[config.mk]
export PLATFORM = sky130hd
export DESIGN_NAME = addsub_arbiter
export DESIGN_NICKNAME = d
export VERILOG_FILES = /design/src/rtl/addsub_arbiter.sv
export SDC_FILE = /design/constraint.sdc
export NUM_CORES = 1
export LEC_CHECK = 0
export BUFFER_PORTS_ARGS = -buffer_cell sky130_fd_sc_hd__buf_2
export CORE_UTILIZATION = 50
export CTS_CLUSTER_DIAMETER = 30
export DETAILED_ROUTE_END_ITERATION = 8
export PLACE_DENSITY = 0.8
export SLEW_MARGIN = 5
export SYNTH_ARGS = -nofsm -noshare
export SYNTH_HDL_FRONTEND = slang
export SYNTH_SLANG_ARGS = --single-unit
[constraint.sdc]
create_clock -name clk -period 5.11 [get_ports clk]
set_input_delay 0.2555 -clock clk [delete_from_list [all_inputs] [get_ports clk]]
set_output_delay 0.2555 -clock clk [all_outputs]
set_load 0.1 [all_outputs]
[src/rtl/addsub_arbiter.sv]
// rtl/addsub_arbiter.sv - round-robin shared saturating 16-bit add/sub unit with one-entry result register
module addsub_arbiter #(
  parameter int CNT_W = 16
) (
  input  logic             clk,
  input  logic             rst,
  input  logic             req0_valid,
  input  logic [15:0]      req0_a,
  input  logic [15:0]      req0_b,
  input  logic             req0_sub,
  output logic             req0_ready,
  input  logic             req1_valid,
  input  logic [15:0]      req1_a,
  input  logic [15:0]      req1_b,
  input  logic             req1_sub,
  output logic             req1_ready,
  output logic             resp_valid,
  input  logic             resp_ready,
  output logic             resp_id,
  output logic [15:0]      resp_data,
  output logic             resp_ovfl,
  output logic [CNT_W-1:0] grant_cnt0,
  output logic [CNT_W-1:0] grant_cnt1
);

  typedef enum logic {
    EMPTY = 1'b0,
    FULL  = 1'b1
  } state_t;

  localparam logic [CNT_W-1:0] CNT_ONE = 1;

  state_t      state;
  state_t      state_nxt;
  logic        prio;
  logic        can_accept;
  logic        grant0;
  logic        grant1;
  logic        grant;
  logic [15:0] op_a;
  logic [15:0] op_b;
  logic        op_sub;
  logic [15:0] b_eff;
  logic [15:0] raw;
  logic        ovfl;
  logic [15:0] sat;

  assign resp_valid = (state == FULL);
  assign grant      = grant0 | grant1;
  assign req0_ready = grant0;
  assign req1_ready = grant1;

  // Arbitrate: grant only when the result slot is free or draining; prio breaks ties.
  // Reset masks grants so neither requester sees ready while the block is held.
  always_comb begin
    can_accept = !resp_valid || resp_ready;
    grant0     = 1'b0;
    grant1     = 1'b0;
    if (!rst && can_accept) begin
      if (req0_valid && (!req1_valid || !prio)) begin
        grant0 = 1'b1;
      end else if (req1_valid) begin
        grant1 = 1'b1;
      end
    end
  end

  // Shared datapath: select the granted operands, add or subtract, then clamp on overflow.
  always_comb begin
    op_a   = grant1 ? req1_a   : req0_a;
    op_b   = grant1 ? req1_b   : req0_b;
    op_sub = grant1 ? req1_sub : req0_sub;
    b_eff  = op_sub ? ~op_b : op_b;
    raw    = op_a + b_eff + {15'd0, op_sub};
    ovfl   = (op_a[15] == b_eff[15]) && (raw[15] != op_a[15]);
    sat    = raw;
    if (ovfl) begin
      sat = op_a[15] ? 16'h8000 : 16'h7FFF;
    end
  end

  // Result slot next state: a grant always fills, a drain without grant empties.
  always_comb begin
    state_nxt = state;
    if (grant) begin
      state_nxt = FULL;
    end else if (resp_valid && resp_ready) begin
      state_nxt = EMPTY;
    end
  end

  // Result slot state register.
  always_ff @(posedge clk) begin
    if (rst) begin
      state <= EMPTY;
    end else begin
      state <= state_nxt;
    end
  end

  // Load result fields, rotate priority to the loser and count grants; data holds on drain.
  always_ff @(posedge clk) begin
    if (rst) begin
      resp_data  <= 16'h0000;
      resp_ovfl  <= 1'b0;
      resp_id    <= 1'b0;
      prio       <= 1'b0;
      grant_cnt0 <= '0;
      grant_cnt1 <= '0;
    end else if (grant) begin
      resp_data <= sat;
      resp_ovfl <= ovfl;
      resp_id   <= grant1;
      prio      <= grant0;
      if (grant0) begin
        grant_cnt0 <= grant_cnt0 + CNT_ONE;
      end else begin
        grant_cnt1 <= grant_cnt1 + CNT_ONE;
      end
    end
  end

endmodule
==> results.cfg <==
[outcome]
outcome = finished clean

[sta]
post-route-period-util = 0.829
max_slew_margin = 0.451
finalWorstSetupSlack_ns = 0.872
fmax_ghz = 0.236
rsz0062_at_grt = no
final-setup-viol-count = 0
finalSetupTns_ns = 0
clock_skew_ns = 0.00689
min_period_ns = 4.24
hold_violations = 0
worst_pin_slew_ns = 0.823
drv_slew = 0

[route]
vias = 3581
antenna_left = 0
highest_layer = met4
wl_um = 8670
drt-initial-drc-count = 200
met1_length_um = 3790
drtPass1Iterations = 4
wl_per_cell_um = 13.6
drt-vias-per-instance = 5.60
drc = 0
route.met3.wl_um = 511
dr_wl_met2_um = 4190

[cts]
cts_setup_buffers = 0
cts_tree = done
clock_latency_ns = 0.30
hold_buffers = 0
cts_buffers = 5
cts.clk_slew.worst_paths_ns = 0.09
ctsResizeCount = 0
cts_max_level = 2
cts.sinks = 52
cts_root_buf = clkbuf_8
cts.path.max_buffers = 2

[hold_path]
worstHoldPathCells = 4
whs_endpoint = resp_valid$_SDFFE_PP0P_
min_from = resp_ready
min_path_type = in2reg

[placement]
placed_cells = 631
post-place-ws_ns = 0.936
hpwl_um = 6710
gp_congestion = 0.881
placed_cell_area_sq_um = 4140
portBuffers = 123

[floorplanning]
coreArea_sq_um = 6490
start_util = 0.532
num_rows = 29
die_w_um = 85.1
die_area_sq_um = 7250
io_pins = 124
die_h_um = 85.1

[yosys]
yosys-top-cells-area = dfxtp_1, xor2_1, nand2_1, nor2_1, ha_1
netlist_area_sq_um = 3460
syn-num-nets = 532
syn_inst = 444
ys_async_sr_fraction = 0
ys_warn_count = 0
post-synth-top-area-cell = dfxtp_1
syn_area_per_cell_sq_um = 7.78
synth_top_area_share = 0.301
ys_seq_area_frac = 0.301
synth_ff_type = dfxtp_1
synth_cell_types = 52
yosys_register_bits = 52
synth_edf_count = 0

[worst_setup_path]
slowest_delay_ns = 0.67
cp_cell_sequence = nor2b_1 -> or4_1 -> inv_2 -> mux2i_2 -> buf_4 -> xor2_1 -> ha_1 -> a211oi_1 -> o21ai_0 -> a21boi_0 -> o21bai_1 -> a311o_1 -> nand3_1 -> a21oi_1
timing.rr.start = resp_valid$_SDFFE_PP0P_
slowest_stage = mux2i_2
reg2regPathDepth = 14
rrSetupSlack_ns = 0.87
criticalPathCategory = reg2reg
critPathRequiredTime_ns = 5.29
r2r-end = resp_data[14]$_SDFFE_PP0P_
setup.worst_path.start = resp_valid$_SDFFE_PP0P_
path_max_fanout = 10
cp-start-kind = register
endpoint_kind = register
crit_arrival_ns = 4.42

[global_routing]
grt-ovfl-total = 0
grt_max_degree = 40
grt_pass1_vias = 3258
grt_pass1_wl_um = 14300
grtUsageTotal = 0.240
antenna_found_initial = 0

[pwr]
power_density_nw_per_um2 = 303
total_power_uw = 1280
peakVddDrop_mv = 0.132
leakagePower_uw = 0.00213

[finish]
diodes = 0
final_cells = 639
syn_to_final_growth_pct = 22.4
fin_nets = 649
final_area_sq_um = 4230
drive_gt1_frac = 0.258

[job]
maxCapViolCount = 0
[per-stage QoR]
step | hold slack (ns) | util
3_5_place_dp | 0.454 | 0.637
5_1_grt | 0.295 | 0.651
3_3_place_gp | 0.447 | 0.637
2_1_floorplan | 0.481 | -
6_report | 0.274 | 0.651
4_1_cts | 0.272 | 0.651
[sequential cells by signal, indices dropped and copies added (netlist names)]
name	flops
resp_ovfl	1
resp_valid	1
resp_id	1
prio	1
grant_cnt0	16
grant_cnt1	16
resp_data	16
[layer usage]
| metal | vias to the layer above | GRT usage |
|---|---|---|
| met5 | - | 0 |
| met4 | 0 | 0.0878 |
| met3 | 16 | 0.0399 |
| met2 | 145 | 0.419 |
| met1 | 1624 | 0.298 |
| li1 | 1796 | - |
[report_power, final]
| group | internal, uW | switching, uW |
|---|---|---|
| registers | 430 | 15.4 |
| logic | 185 | 412 |
| clock network | 110 | 130 |
| total | 724 | 557 |
[how the worst max path moves through the flow]
stage                                  to  cells after the start
5_1_grt         resp_data[0]$_SDFFE_PP0P_                     13
3_3_place_gp   resp_data[14]$_SDFFE_PP0P_                     14
6_report       resp_data[14]$_SDFFE_PP0P_                     14
3_5_place_dp    resp_data[0]$_SDFFE_PP0P_                     14
4_1_cts        resp_data[14]$_SDFFE_PP0P_                     14
2_1_floorplan   resp_data[9]$_SDFFE_PP0P_                     17
[kinds of logic (layout without fill, tap and decap cells)]
kind of cell,after synthesis,after routing,share of synthesized area
xor+xnor,49,49,0.124
simple gates,187,187,0.240
buf+inv,24,142,0.0275
flops,52,52,0.301
compound gates,96,96,0.188
fa+ha+maj,17,17,0.0637
mux,19,19,0.0554
[critical path: cells and delay by family (launching register included)]
| kind | cells | cell delay [ns] |
|---|---|---|
| compound gates | 6 | 1.52 |
| xor+xnor | 1 | 0.14 |
| fa+ha+maj | 1 | 0.33 |
| buf+inv | 2 | 0.36 |
| flops | 1 | 0.31 |
| mux | 1 | 0.67 |
| simple gates | 3 | 0.77 |
[final cells by class]
type,count,area (sq um)
Multi-Input combinational cell,368,2320
Fill cell,572,2260
Sequential cell,52,1040
Timing Repair Buffer,128,653
Tap cell,77,96.3
Clock buffer,7,86.3
Inverter,6,22.5
Clock inverter,1,7.51
[cells in the final DEF, fill, tap and decap left out, types with 2 or more instances in the layout]
master,instances
buf_2,123
nand2_1,80
nor2_1,54
dfxtp_1,52
xor2_1,42
o21ai_0,21
a21oi_1,20
mux2i_1,17
ha_1,16
and3_1,11
nand3_1,11
a21o_1,10
nand4_1,9
a211oi_1,7
xnor2_1,7
a311oi_1,7
clkbuf_8,6
o21a_1,5
o21bai_1,5
or3_1,5
buf_4,5
nor3_1,4
inv_1,3
a31o_2,3
and4_1,3
nor2b_1,2
inv_2,2
o2111a_1,2
nand2b_1,2
o211ai_1,2
a31oi_1,2
o311ai_0,2
[cell usage after synthesis, drive strengths merged (3+ instances only)]
| cell type | n |
|---|---|
| o21a | 5 |
| nand2 | 80 |
| a211oi | 7 |
| buf | 6 |
| o21ai | 23 |
| or3 | 5 |
| a311oi | 7 |
| o311ai | 3 |
| a31o | 3 |
| dfxtp | 52 |
| and4 | 3 |
| nand3 | 12 |
| ha | 16 |
| a21oi | 20 |
| xnor2 | 7 |
| and3 | 11 |
| a21o | 10 |
| inv | 5 |
| nor3 | 4 |
| xor2 | 42 |
| nor2 | 54 |
| clkbuf | 12 |
| nand4 | 9 |
| o21bai | 5 |
| mux2i | 18 |
No activity file was read; power rests on OpenSTA's default activity.
